<file path="src/rtl/ultrasonic_pkg.sv">
// rtl/ultrasonic_pkg.sv - shared types and 40 MHz timing constants for the ultrasonic front end
package ultrasonic_pkg;

  typedef enum logic [1:0] {
    IDLE,
    BLANK,
    LISTEN,
    QUALIFY
  } echo_state_t;

  localparam int CNT_W_DEFAULT = 20;

  // Cycle constants for CLK_40, shared with the transmitter timing.
  localparam int CLK_HZ                 = 40_000_000;
  localparam int CYCLES_PER_US          = 40;
  localparam int CYCLES_PER_MS          = 40_000;
  localparam int BURST_PERIOD_CYCLES    = 14 * CYCLES_PER_MS;
  localparam int BLANK_CYCLES_DEFAULT   = CYCLES_PER_MS;
  localparam int TIMEOUT_CYCLES_DEFAULT = 520_000;
  localparam int ECHO_MIN_DEFAULT       = 8;

endpackage

</file>
<file path="src/rtl/ultrasonic_echo_timer_if.sv">
// rtl/ultrasonic_echo_timer_if.sv - time-of-flight result port (valid/ready) toward the logger
interface ultrasonic_echo_timer_if #(
  parameter int CNT_W = ultrasonic_pkg::CNT_W_DEFAULT
);

  logic [CNT_W-1:0] TOF;
  logic             TOF_TIMEOUT;
  logic             TOF_VALID;
  logic             TOF_READY;

  modport master (
    output TOF,
    output TOF_TIMEOUT,
    output TOF_VALID,
    input  TOF_READY
  );

  modport slave (
    input  TOF,
    input  TOF_TIMEOUT,
    input  TOF_VALID,
    output TOF_READY
  );

endinterface

</file>
<file path="src/rtl/echo_input_sync.sv">
// rtl/echo_input_sync.sv - two-flop synchroniser for the asynchronous comparator output
module echo_input_sync (
  input  logic clk,
  input  logic rst_n,
  input  logic d,
  output logic q
);

  logic meta;

  always_ff @(posedge clk or negedge rst_n) begin
    if (!rst_n) begin
      meta <= 1'b0;
      q    <= 1'b0;
    end else begin
      meta <= d;
      q    <= meta;
    end
  end

endmodule

</file>
<file path="src/rtl/ultrasonic_echo_timer.sv">
// rtl/ultrasonic_echo_timer.sv - blanks transmitter ringing, qualifies the echo and reports time-of-flight
module ultrasonic_echo_timer
  import ultrasonic_pkg::*;
#(
  parameter int CNT_W          = CNT_W_DEFAULT,
  parameter int BLANK_CYCLES   = BLANK_CYCLES_DEFAULT,
  parameter int TIMEOUT_CYCLES = TIMEOUT_CYCLES_DEFAULT,
  parameter int ECHO_MIN       = ECHO_MIN_DEFAULT
) (
  input  logic CLK_40,
  input  logic RST,
  input  logic ON,
  input  logic BURST_START,
  input  logic ECHO_IN,
  ultrasonic_echo_timer_if.master res,
  output logic OVERRUN,
  output logic BUSY
);

  localparam int RUN_W = $clog2(ECHO_MIN + 1);
  localparam logic [CNT_W-1:0] BLANK_LAST   = CNT_W'(BLANK_CYCLES - 1);
  localparam logic [CNT_W-1:0] TIMEOUT_LAST = CNT_W'(TIMEOUT_CYCLES - 1);
  localparam logic [CNT_W-1:0] CNT_MAX      = {CNT_W{1'b1}};
  localparam logic [RUN_W-1:0] RUN_LAST     = RUN_W'(ECHO_MIN - 1);

  echo_state_t      state;
  logic [CNT_W-1:0] cnt;
  logic [CNT_W-1:0] cand;
  logic [RUN_W-1:0] run;
  logic             echo_s;

  logic             emit;
  logic [CNT_W-1:0] emit_tof;
  logic             emit_timeout;

  echo_input_sync u_sync (
    .clk   (CLK_40),
    .rst_n (RST),
    .d     (ECHO_IN),
    .q     (echo_s)
  );

  // A restart strobe or disable in the same cycle swallows any result.
  always_comb begin
    emit         = 1'b0;
    emit_tof     = cand;
    emit_timeout = 1'b0;
    if (ON && !BURST_START) begin
      case (state)
        LISTEN, QUALIFY: begin
          if (cnt == TIMEOUT_LAST) begin
            emit         = 1'b1;
            emit_tof     = CNT_MAX;
            emit_timeout = 1'b1;
          end else if (state == QUALIFY && echo_s && run == RUN_LAST) begin
            emit = 1'b1;
          end
        end
        default: ;
      endcase
    end
  end

  always_ff @(posedge CLK_40 or negedge RST) begin
    if (!RST) begin
      state           <= IDLE;
      cnt             <= '0;
      cand            <= '0;
      run             <= '0;
      res.TOF         <= '0;
      res.TOF_TIMEOUT <= 1'b0;
      res.TOF_VALID   <= 1'b0;
      OVERRUN         <= 1'b0;
    end else begin
      if (!ON) begin
        state <= IDLE;
      end else if (BURST_START) begin
        cnt   <= '0;
        state <= BLANK;
      end else begin
        if (state != IDLE && cnt != CNT_MAX) begin
          cnt <= cnt + 1'b1;
        end
        case (state)
          BLANK: begin
            if (cnt == BLANK_LAST) state <= LISTEN;
          end
          LISTEN: begin
            if (emit) begin
              state <= IDLE;
            end else if (echo_s) begin
              cand  <= cnt;
              run   <= RUN_W'(1);
              state <= QUALIFY;
            end
          end
          QUALIFY: begin
            if (emit) begin
              state <= IDLE;
            end else if (echo_s) begin
              run <= run + 1'b1;
            end else begin
              state <= LISTEN;
            end
          end
          default: ;
        endcase
      end

      // Result register: a held result is never overwritten until consumed.
      if (emit) begin
        if (!res.TOF_VALID || res.TOF_READY) begin
          res.TOF         <= emit_tof;
          res.TOF_TIMEOUT <= emit_timeout;
          res.TOF_VALID   <= 1'b1;
        end else begin
          OVERRUN <= 1'b1;
        end
      end else if (res.TOF_READY) begin
        res.TOF_VALID <= 1'b0;
      end
    end
  end

  assign BUSY = (state != IDLE);

endmodule

</file>
<file path="src/flat_wrapper.sv">
// flat-port wrapper written by rule: the top's interface ports become plain ports
module ultrasonic_echo_timer_flat import ultrasonic_pkg::*;
#(
  parameter int CNT_W          = CNT_W_DEFAULT,
  parameter int BLANK_CYCLES   = BLANK_CYCLES_DEFAULT,
  parameter int TIMEOUT_CYCLES = TIMEOUT_CYCLES_DEFAULT,
  parameter int ECHO_MIN       = ECHO_MIN_DEFAULT
)
  (CLK_40, RST, ON, BURST_START, ECHO_IN, OVERRUN, BUSY, res_TOF, res_TOF_TIMEOUT, res_TOF_VALID, res_TOF_READY);
  ultrasonic_echo_timer_if #(.CNT_W(CNT_W)) res_i ();
  input  logic CLK_40;
  input  logic RST;
  input  logic ON;
  input  logic BURST_START;
  input  logic ECHO_IN;
  output logic OVERRUN;
  output logic BUSY;
  output wire logic [$bits(res_i.TOF)-1:0] res_TOF;
  output wire logic [$bits(res_i.TOF_TIMEOUT)-1:0] res_TOF_TIMEOUT;
  output wire logic [$bits(res_i.TOF_VALID)-1:0] res_TOF_VALID;
  input wire logic [$bits(res_i.TOF_READY)-1:0] res_TOF_READY;
  assign res_TOF = res_i.TOF;
  assign res_TOF_TIMEOUT = res_i.TOF_TIMEOUT;
  assign res_TOF_VALID = res_i.TOF_VALID;
  assign res_i.TOF_READY = res_TOF_READY;
  ultrasonic_echo_timer #(.CNT_W(CNT_W), .BLANK_CYCLES(BLANK_CYCLES), .TIMEOUT_CYCLES(TIMEOUT_CYCLES), .ECHO_MIN(ECHO_MIN)) u_core (.CLK_40(CLK_40), .RST(RST), .ON(ON), .BURST_START(BURST_START), .ECHO_IN(ECHO_IN), .res(res_i), .OVERRUN(OVERRUN), .BUSY(BUSY));
endmodule
</file>
<file path="config.mk">
export PLATFORM = sky130hd
export DESIGN_NAME = ultrasonic_echo_timer_flat
export DESIGN_NICKNAME = d
export VERILOG_FILES = /design/src/rtl/ultrasonic_pkg.sv /design/src/rtl/ultrasonic_echo_timer_if.sv /design/src/rtl/echo_input_sync.sv /design/src/rtl/ultrasonic_echo_timer.sv /design/src/flat_wrapper.sv
export SDC_FILE = /design/constraint.sdc
export NUM_CORES = 1
export LEC_CHECK = 0
export CAP_MARGIN = 20
export CORE_MARGIN = 2
export CORE_UTILIZATION = 42
export DETAILED_ROUTE_END_ITERATION = 10
export PLACE_DENSITY = 0.73
export SYNTH_ARGS = -nofsm -noshare
export SYNTH_HDL_FRONTEND = slang
export SYNTH_SLANG_ARGS = --single-unit
</file>
<file path="constraint.sdc">
create_clock -name CLK_40 -period 3 [get_ports CLK_40]
set_input_delay 0.6 -clock CLK_40 [delete_from_list [all_inputs] [get_ports CLK_40]]
set_output_delay 0.6 -clock CLK_40 [all_outputs]
set_load 0.01 [all_outputs]
</file>
==> results by group, run 1 <==
Run status
  – Outcome: finished, final reports clean

Route
  – Drt total wl: roughly 7.4 mm
  – Drc violations: 0
  – Remaining antenna violation count: 0
  – Detailed-route via count: around 2,600
  – DR WL/cell: between 15 and 20 um
  – Vias per cell: 5.609
  – Drt pass-1 iters: 4
  – Initial DRC Count: about 190

Yosys
  – Register area share after synthesis: about half
  – Synth Register Bits: ~70
  – Syn Inst Count: 317
  – Synthesized cell area: 3535 sq um
  – Post-synth cell types: 51
  – Fraction of registers with async set/reset: between 90% and 100%
  – Syn_area_per_cell: 11.15 sq um
  – Synth Net Count: 329
  – Ys Warns: 0
  – Prevailing post-synth register cell: dfrtp_1
  – Number of synthesized flops with an enable pin: 0

Global routing
  – GRT Residual Overflow: 0
  – First-pass GRT wire length: 12.54 mm
  – Pin count of the biggest net entering global routing: 29
  – Vias in the first global route: ~2,600
  – Initial antenna violation count: 0
  – All-layer global routing usage: 17.85%

CTS
  – Post-CTS setup buffer count: 0
  – Hold_buf cts: 0
  – Cts bufs inserted: 9
  – CTS root buf: clkbuf_8
  – Worst-Skew Late Latency: 340 ps
  – CTS sink count: 71
  – Reg clk slew, reported paths: 80 ps
  – TritonCTS clock tree: built
  – Clock Path Buffers: 2
  – CTS HTree Levels: 3
  – CTS resizes: 0

Floorplanning
  – Initial core utilization: between 40 and 50%
  – Die Span Y: between 90 and 100 um
  – Die footprint: 9165 sq um
  – Die W: 95.74 um
  – Cell row count: 33
  – Core area: 8175 sq um
  – Io pins: 30

Cells and area
  – Diodes inserted: 0
  – Final nets: 365
  – Reg area: 1777 sq um
  – Commonest non-fill, non-tap cell in the layout: dfrtp_1
  – Area Overhead vs Synth: 17.31%
  – Cell Count, Final, Fillers Out: 463
  – Footprint of the multi-input gates: about 1700 sq um
  – Commonest cells after routing, fill and taps aside: dfrtp_1, clkdlybuf4s50_1, or4_1
  – # fillers: 748
  – Share of cells above drive strength 1: 16.76%

Placement
  – Hpwl dp: 5.370 mm
  – Cells after DPL: 447
  – GP Congestion: a little over 0.9
  – Port Buffers: 29

STA
  – RSZ-0062 raised after global routing: no
  – TNS Setup: 0 ps
  – Final Skew: 11.95 ps
  – Worst hold slack: 191.4 ps
  – FMAX: 422.9 MHz
  – Final min period: 2365 ps
  – Final Hold Fails: 0
  – Worst slew margin: 61.81%
  – Final Slew Violations: 0
  – Worst Tran Pin Value: 567.6 ps
  – Crit share post-route: between 70% and 80%
  – Setup-failing EPs final: 0

Setup path
  – CP Max Fanout: 6
  – Register-to-register setup slack: 650 ps
  – Critical Path Sink Type: register
  – WP data arrival: 2640 ps
  – CP Class: in -> reg
  – CP startpoint kind: input port
  – Critical Path RT: 3280 ps

Power and ir drop
  – Peak supply drop: 0.2106 mV
  – Internal power: 1388 uW
  – Clock share of power: 37.7%
  – Gate power share: 7.0%
  – Sequential power share: 55.2%
  – Sw Ratio: approximately 25%
  – Power per Cell Area: 447.8 nW/um^2
  – Net Sw Power: 468.5 uW
  – Power, Total: between 1500 and 2000 uW
  – Leakage: 0.001780 uW

Hold path
  – Worst Hold Class: in -> async

Run
  – # Max-Cap Violations: 0
-- power groups by stage --
stage               registers (uW)  clock network (uW)  logic [uW]
floorplan                     1030                   0        79.5
global placement              1040                   0         128
finish                        1030                 701         131
CTS                           1020                 722         132
detailed placement            1040                   0         131
global route                  1030                 767         148
-- cell families (layout without fill, tap and decap cells) --
| group | count (synthesis) | count (layout) | synth area share, % |
|---|---|---|---|
| AOI/OAI and AO/OA | 71 | 71 | 15.04 |
| xor gates and xnor gates | 6 | 6 | 1.487 |
| adders and majority gates | 6 | 6 | 2.124 |
| buffers and inverters | 23 | 64 | 3.115 |
| DFF | 71 | 71 | 50.27 |
| muxes | 25 | 25 | 7.788 |
| and+or+nand+nor | 115 | 115 | 20.18 |
-- metal layers --
layer / track usage, % / wire (um)
met1: 24.38 / 3521
met2: 27.86 / 3388
met3: 5.012 / 422
met4: 5.119 / 63
met5: 0 / 0
-- critical path, cell delays in order --
cell	delay [ps]
clkdlybuf4s50_1	560
nand2_1	80
nor4_1	530
o21ai_1	290
or4_1	510
nand2_1	70
-- stage by stage --
| step | instance area, sq um | setup WS (ps) | util, % |
|---|---|---|---|
| after floorplan | 3535 | 825.6 | - |
| after global placement | 3963 | 409.6 | 48.47 |
| after detailed placement | 3963 | 377.5 | 48.47 |
| after CTS | 4146 | 648.3 | 50.72 |
| after global routing | 4146 | 519.6 | 50.72 |
| final | 4146 | 635.1 | 50.72 |
-- cell usage after synthesis (all sizes together), types with 2 or more instances --
library cell / count / share of area (%)
xnor2: 2 / 0.50
nand2b: 4 / 0.71
mux2i: 5 / 1.4
o31ai: 8 / 2.2
or4: 24 / 5.1
o211ai: 6 / 1.3
nor3b: 2 / 0.42
nand3: 11 / 1.6
or3: 5 / 1.0
o2bb2ai: 2 / 0.50
o31a: 3 / 0.74
a21oi: 8 / 1.1
or2: 4 / 0.78
clkbuf: 8 / 0.88
mux2: 20 / 6.4
and2: 4 / 0.71
a311o: 2 / 0.57
nor3: 3 / 0.42
o21ai: 10 / 1.4
nor2: 13 / 1.4
nand2: 23 / 2.4
ha: 6 / 2.1
inv: 7 / 0.74
nand4: 4 / 1.6
nor4: 7 / 1.8
buf: 8 / 1.5
dfrtp: 71 / 50
nor2b: 5 / 0.88
o311ai: 4 / 0.99
o21a: 20 / 4.2
xor2: 4 / 0.99
o2111ai: 2 / 0.50
o32ai: 2 / 0.50
and3: 3 / 0.53
-- sequential cells by signal, indices dropped and copies added (netlist names) --
register	count
u_core.res.TOF_VALID	1
u_core.cnt	20
u_core.OVERRUN	1
u_core.run	4
u_core.res.TOF_TIMEOUT	1
u_core.state	2
u_core.u_sync.q	1
u_core.res.TOF	20
u_core.u_sync.meta	1
u_core.cand	20
-- worst paths after layout --
check,depth (start not counted),from,endpoint
max,6,ON,u_core.cnt[13]$_DFFE_PN0P_
min,1,RST,u_core.res.TOF[14]$_DFFE_PN0P_
max reg2reg,6,u_core.state[0]$_DFFE_PN0P_,u_core.res.TOF[3]$_DFFE_PN0P_
min reg2reg,0,u_core.u_sync.meta$_DFF_PN0_,u_core.u_sync.q$_DFF_PN0_
max in group asynchronous,2,RST,u_core.cnt[13]$_DFFE_PN0P_
min in group CLK_40,0,u_core.u_sync.meta$_DFF_PN0_,u_core.u_sync.q$_DFF_PN0_
-- final cells by class --
cell class              instances  area share, %
clock buffers                  12          3.742
clock inverters                 4         0.6940
inverters                       7         0.6337
multi-input cells             223          39.86
flip-flops and latches         71          42.85
well taps                     105          3.168
repair buffers                 41          9.052
Power figures use the tool's default switching activity.
==> run 2: changes to the inputs <==
==> constraint.sdc (replaced) <==
create_clock -name CLK_40 -period 2.25 [get_ports CLK_40]
set_input_delay 0.45 -clock CLK_40 [delete_from_list [all_inputs] [get_ports CLK_40]]
set_output_delay 0.45 -clock CLK_40 [all_outputs]
set_load 0.01 [all_outputs]
==> run 2 against run 1 <==
Global-route usage is 0.74 points higher; utilization is 2.8 points higher; register-to-register slack worse by 570 ps; clock skew is 5.1 ps lower; first-iteration DRC count is 32% lower; wire length is 2.4% higher; sequential power is 31% higher; sequential share of layout area is 2.3 points lower; non-clock buffer count is 20 higher; cell area is 5.6% higher; clock power is 61% higher; critical path type is now reg -> reg; critical endpoint is now u_core.res.TOF[13]$_DFFE_PN0P_; largest cell class unchanged.
==> results by group, run 2 (synthesis results as in run 1) <==
Setup path
  – R2R depth: 6 (unchanged)
  – Largest stage delay on the critical path: 530 ps (-30 ps)
  – CP Class: reg -> reg
  – Critical Path Sink Type: register
  – Register-to-register setup slack: 80 ps (-570 ps)
  – Worst Setup SP: u_core.state[0]$_DFFE_PN0P_
  – WP data arrival: 2420 ps (-220 ps)
  – Critical Path RT: 2490 ps (-790 ps)
  – Crit Reg-Reg Endpoint: u_core.res.TOF[13]$_DFFE_PN0P_
  – CP endpoint: u_core.res.TOF[13]$_DFFE_PN0P_
  – Slowest stage cell on the critical path: or4_1
  – CP Max Fanout: 23 (+17)
  – Critical path, cell by cell: ha_1 -> nand2_1 -> or3_4 -> or2_4 -> or4_1 -> o21a_1
  – CP startpoint kind: register
  – RR Startpoint: u_core.state[0]$_DFFE_PN0P_

Cells and area
  – Commonest cells after routing, fill and taps aside: dfrtp_1, buf_4, clkdlybuf4s50_1
  – Regs by FF count: u_core.cand x20, u_core.cnt x20, u_core.res.TOF x20
  – Commonest non-fill, non-tap cell in the layout: dfrtp_1
  – Area Overhead vs Synth: 23.86%
  – Final Cell Area: 4378 sq um (+5.6%)
  – Share of cells above drive strength 1: 21.69% (+4.9 points)
  – Final nets: 385 (+5.5%)
  – Diodes inserted: 0 (unchanged)
  – Cell Count, Final, Fillers Out: 483 (+4.3%)
  – # fillers: 714 (-4.5%)

STA
  – FMAX: 460.5 MHz
  – Worst slew margin: 71.72% (+9.9 points)
  – Worst Tran Pin Value: 418.9 ps (-148.7 ps)
  – Final Skew: 6.859 ps (-5.090 ps)
  – Final Hold Fails: 0 (unchanged)
  – Crit share post-route: 96.52%
  – Final Slew Violations: 0 (unchanged)
  – Setup-failing EPs final: 0 (unchanged)
  – Final min period: 2172 ps
  – RSZ-0062 raised after global routing: yes
  – TNS Setup: 0 ps (unchanged)
  – Fin worst setup slack: 78.37 ps (-556.7 ps)

Global routing
  – Pin count of the biggest net entering global routing: 72 (+150%)
  – First-pass GRT wire length: 13.09 mm (+4.3%)
  – GRT Residual Overflow: 0 (unchanged)
  – Initial antenna violation count: 0 (unchanged)
  – Vias in the first global route: 2,704 (+5.4%)
  – All-layer global routing usage: 18.59% (+0.74 points)

Power and ir drop
  – Power per Cell Area: 618.2 nW/um^2 (+38%)
  – Leakage: 0.001905 uW (+7.0%)
  – Peak supply drop: 0.2753 mV (+31%)

CTS
  – CTS HTree Levels: 3 (unchanged)
  – Post-CTS setup buffer count: 0 (unchanged)
  – Cts bufs inserted: 9 (unchanged)
  – Reg clk slew, reported paths: 80 ps (about the same)
  – Worst-Skew Late Latency: 350 ps (about the same)
  – TritonCTS clock tree: built
  – Clock Path Buffers: 2 (unchanged)
  – CTS sink count: 71 (unchanged)
  – CTS root buf: clkbuf_8

Route
  – Detailed-route via count: 2,715 (+4.5%)
  – Drt pass-1 iters: 4 (unchanged)
  – DR WL/cell: 15.68 um (-1.8%)
  – Drt total wl: 7.575 mm (+2.4%)
  – Initial DRC Count: 127 (-32%)
  – Vias per cell: 5.621 (+0.21%)
  – Drc violations: 0 (unchanged)
  – Remaining antenna violation count: 0 (unchanged)

Placement
  – Hpwl dp: 5.571 mm (+3.7%)
  – GP Congestion: 0.8935 (-2.3%)
  – Post-DP Area: 4150 sq um (+4.7%)
  – Cells after DPL: 467 (+4.5%)
  – Pre-CTS WS: -148.2 ps (-525.6 ps)
  – Port Buffers: 29 (unchanged)

Floorplanning
  – Io pins: 30 (unchanged)
  – Cell row count: 33 (unchanged)
  – Initial core utilization: 43.24% (unchanged)
  – Die W: 95.74 um (unchanged)
  – Die Span Y: 95.74 um (unchanged)
  – Die footprint: 9165 sq um (unchanged)
  – Core area: 8175 sq um (unchanged)

Run
  – # Max-Cap Violations: 0 (unchanged)

Run status
  – Outcome: finished, final reports clean

Hold path
  – Worst Hold Class: in -> async
## run 2: layer usage
layer / global-route usage [%] / part of all wire (%) / wire length (um) / vias up
met5: 0 / 0 / 0 / -
met4: 6.071 / 1.8 / 137 / 0
met3: 4.229 / 4.2 / 318 / 13
li1: - / - / - / 1321
met2: 29.37 / 45 / 3400 / 61
met1: 25.39 / 49 / 3719 / 1320
## run 2: per-stage QoR
| step | utilization, % | hold slack [ps] | power, uW |
|---|---|---|---|
| after floorplan | - | 154.4 | 1479 |
| after global placement | 50.77 | 337.6 | 1591 |
| after detailed placement | 50.77 | 346.0 | 1602 |
| after CTS | 53.47 | 116.4 | 2731 |
| after global routing | 53.55 | 127.2 | 2818 |
| final | 53.55 | 113.6 | 2707 |
## run 2: worst max-delay path: cells and delay by family (launching register included)
kind,cells,cell delay [ps]
adders and majority gates,1,200
AOI/OAI and AO/OA,1,120
and+or+nand+nor,4,1320
DFF,1,410
## run 2: how the worst min path moves through the flow
stage                                 startpoint                             end  slack, ps  depth (start not counted)
floorplan                                    RST      u_core.OVERRUN$_DFFE_PN0P_        150                          0
global placement    u_core.u_sync.meta$_DFF_PN0_       u_core.u_sync.q$_DFF_PN0_        340                          0
detailed placement  u_core.u_sync.meta$_DFF_PN0_       u_core.u_sync.q$_DFF_PN0_        350                          0
CTS                                          RST  u_core.res.TOF[19]$_DFFE_PN0P_        120                          2
global route                                 RST  u_core.res.TOF[19]$_DFFE_PN0P_        130                          2
finish                                       RST  u_core.res.TOF[19]$_DFFE_PN0P_        110                          2
## run 2: cell type report
type	instances	area, sq um	area share [%]
Sequential cell	71	1777	40.58
Timing Repair Buffer	61	563.0	12.86
Clock inverter	6	93.84	2.143
Inverter	7	26.28	0.6002
Clock buffer	10	127.6	2.915
Tap cell	105	131.4	3.001
Multi-Input combinational cell	223	1659	37.90
## run 2: report_power, final
part,total [uW],internal [uW],switching [uW]
Combinational,227,103,124
Sequential,1350,1310,35.6
Clock,1130,632,499
Total,2710,2050,658
## run 2: what timing repair did
item / CTS / global route
setup endpoints to repair: 0 / 8
resized for setup: 0 / 3
hold buffers: 0 / 0
hold endpoints to repair: 0 / 0
==> run 3: changes to the inputs <==
--- a/config.mk
+++ b/config.mk
@@ -6,10 +6,12 @@
 export NUM_CORES = 1
 export LEC_CHECK = 0
 export CAP_MARGIN = 20
+export CELL_PAD_IN_SITES_DETAIL_PLACEMENT = 2
+export CELL_PAD_IN_SITES_GLOBAL_PLACEMENT = 2
 export CORE_MARGIN = 2
-export CORE_UTILIZATION = 42
+export CORE_UTILIZATION = 38
 export DETAILED_ROUTE_END_ITERATION = 10
-export PLACE_DENSITY = 0.73
+export PLACE_DENSITY = 0.9
 export SYNTH_ARGS = -nofsm -noshare
 export SYNTH_HDL_FRONTEND = slang
 export SYNTH_SLANG_ARGS = --single-unit
==> run 3 against run 2 <==
Maximum frequency down 2.0%; die area is 10% higher; via count up 9.8%; utilization fell by 3.8 points; worst hold slack worse by 90 ps; critical path type unchanged; highest routed layer unchanged.
==> results by group, run 3 (synthesis results as in run 1) <==
Route
  – DR WL/cell: 22.79 um (+45%)
  – Remaining antenna violation count: 0 (unchanged)
  – Drc violations: 0 (unchanged)
  – Vias per cell: 5.950 (+5.9%)
  – Drt total wl: 11.42 mm (+51%)
  – Detailed-route via count: 2,981 (+9.8%)
  – Drt pass-1 iters: 4 (unchanged)
  – Initial DRC Count: 183 (+44%)

STA
  – FMAX: 451.5 MHz (-2.0%)
  – Worst Tran Pin Value: 484.0 ps (+65.14 ps)
  – TNS Setup: 0 ps (unchanged)
  – Setup-failing EPs final: 0 (unchanged)
  – Final min period: 2215 ps (+43.27 ps)
  – Final Skew: 7.888 ps (+1.029 ps)
  – Final Hold Fails: 0 (unchanged)
  – Worst slew margin: 67.32% (-4.4 points)
  – Final Slew Violations: 0 (unchanged)
  – Crit share post-route: 98.44% (+1.9 points)

Cells and area
  – Share of cells above drive strength 1: 29.23% (+7.5 points)
  – Area Overhead vs Synth: 28.81%
  – Commonest non-fill, non-tap cell in the layout: dfrtp_1
  – Diodes inserted: 0 (unchanged)
  – # fillers: 919 (+29%)
  – Final nets: 397 (+3.1%)
  – Regs by FF count: u_core.cand x20, u_core.cnt x20, u_core.res.TOF x20
  – Commonest cells after routing, fill and taps aside: dfrtp_1, buf_4, clkdlybuf4s50_1
  – Final Cell Area: 4553 sq um (+4.0%)
  – Util after Layout: 49.75% (-3.8 points)

Setup path
  – WP data arrival: 2470 ps (+50 ps)
  – Critical Path Sink Type: register
  – Critical Path RT: 2500 ps (about the same)
  – CP Max Fanout: 12 (-48%)
  – CP Class: reg -> reg
  – CP startpoint kind: register

Run
  – # Max-Cap Violations: 0 (unchanged)

Floorplanning
  – Initial core utilization: 38.62% (-4.6 points)
  – Die Span Y: 100.4 um (+4.9%)
  – Die footprint: 10,090 sq um (+10%)
  – Cell row count: 35 (+6.1%)
  – Io pins: 30 (unchanged)
  – Die W: 100.4 um (+4.9%)
  – Core area: 9153 sq um (+12%)

CTS
  – Cts bufs inserted: 9 (unchanged)
  – CTS HTree Levels: 3 (unchanged)
  – Clock Path Buffers: 2 (unchanged)
  – CTS sink count: 71 (unchanged)
  – Reg clk slew, reported paths: 80 ps (about the same)
  – CTS root buf: clkbuf_8
  – TritonCTS clock tree: built
  – Worst-Skew Late Latency: 360 ps (about the same)
  – Hold_buf cts: 0 (unchanged)

Global routing
  – All-layer global routing usage: 24.18% (+5.6 points)
  – Initial antenna violation count: 0 (unchanged)
  – Vias in the first global route: 3,270 (+21%)
  – Pin count of the biggest net entering global routing: 54 (-25%)
  – GRT Residual Overflow: 0 (unchanged)
  – First-pass GRT wire length: 18.33 mm (+40%)

Power and ir drop
  – Peak supply drop: 0.3320 mV (+21%)
  – Leakage: 0.001975 uW (+3.7%)
  – Power per Cell Area: 585.7 nW/um^2 (-5.3%)

Placement
  – Port Buffers: 29 (unchanged)
  – Hpwl dp: 7.680 mm (+38%)
  – Post-DP Area: 4230 sq um (+1.9%)
  – GP Congestion: 0.8321 (-6.9%)

Run status
  – Outcome: finished, final reports clean

Hold path
  – Worst Hold Class: in -> async
[run 3: worst max-delay path, cell delays in order (launching register included)]
cell and delay [ps]:
dfrtp_2 420, ha_4 180, nand2_1 80, or3_4 410
or2_4 320, or4_1 560, o21a_1 130
[run 3: layout make-up]
class	count	area [sq um]	share of cell area [%]
inverter	7	26.28	0.5771
tap	111	138.9	3.050
multi-input combinational	224	1735	38.11
timing repair buffer	72	666.9	14.65
clock buffer	10	127.6	2.803
sequential	71	1787	39.24
clock inverter	6	71.32	1.566
[run 3: per-layer routing]
layer	share of wire (%)	track usage, %
met5	0	0
met3	3.6	4.735
met1	43	30.21
met2	51	42.49
met4	1.8	6.849
[run 3: final timing paths]
kind | startpoint | endpoint | slack, ps | cells after the start
max | u_core.state[0]$_DFFE_PN0P_ | u_core.res.TOF[16]$_DFFE_PN0P_ | 40 | 6
min | RST | u_core.res.TOF[14]$_DFFE_PN0P_ | 20 | 1
max reg2reg | u_core.state[0]$_DFFE_PN0P_ | u_core.res.TOF[16]$_DFFE_PN0P_ | 40 | 6
min reg2reg | u_core.u_sync.meta$_DFF_PN0_ | u_core.u_sync.q$_DFF_PN0_ | 360 | 0
max in group asynchronous | RST | u_core.run[0]$_DFFE_PN0P_ | 1570 | 2
min in group CLK_40 | u_core.u_sync.meta$_DFF_PN0_ | u_core.u_sync.q$_DFF_PN0_ | 360 | 0
[run 3: report_power, final]
| group | internal (uW) | leakage (uW) | total, uW | switching, uW |
|---|---|---|---|---|
| Clock | 518 | 0.0000927 | 1050 | 531 |
| Sequential | 1310 | 0.000969 | 1360 | 42.9 |
| Combinational | 116 | 0.000913 | 260 | 144 |
[run 3: repair_timing]
item / CTS / global route
pin swaps: 0 / 5
gates cloned: 1 / 0
gates resized for setup: 5 / 24
setup buffers: 0 / 3
setup endpoints to repair: 20 / 26
[run 3: per-stage QoR]
stage	setup WS [ps]	total power, uW	hold WS (ps)	instances
3_5_place_dp	-280.4	1625	343.6	481
3_3_place_gp	-125.1	1606	341.1	481
2_1_floorplan	75.58	1479	154.4	317
4_1_cts	-31.98	2684	30.76	498
5_1_grt	-20.46	2776	38.67	501
6_report	35.10	2667	23.28	501
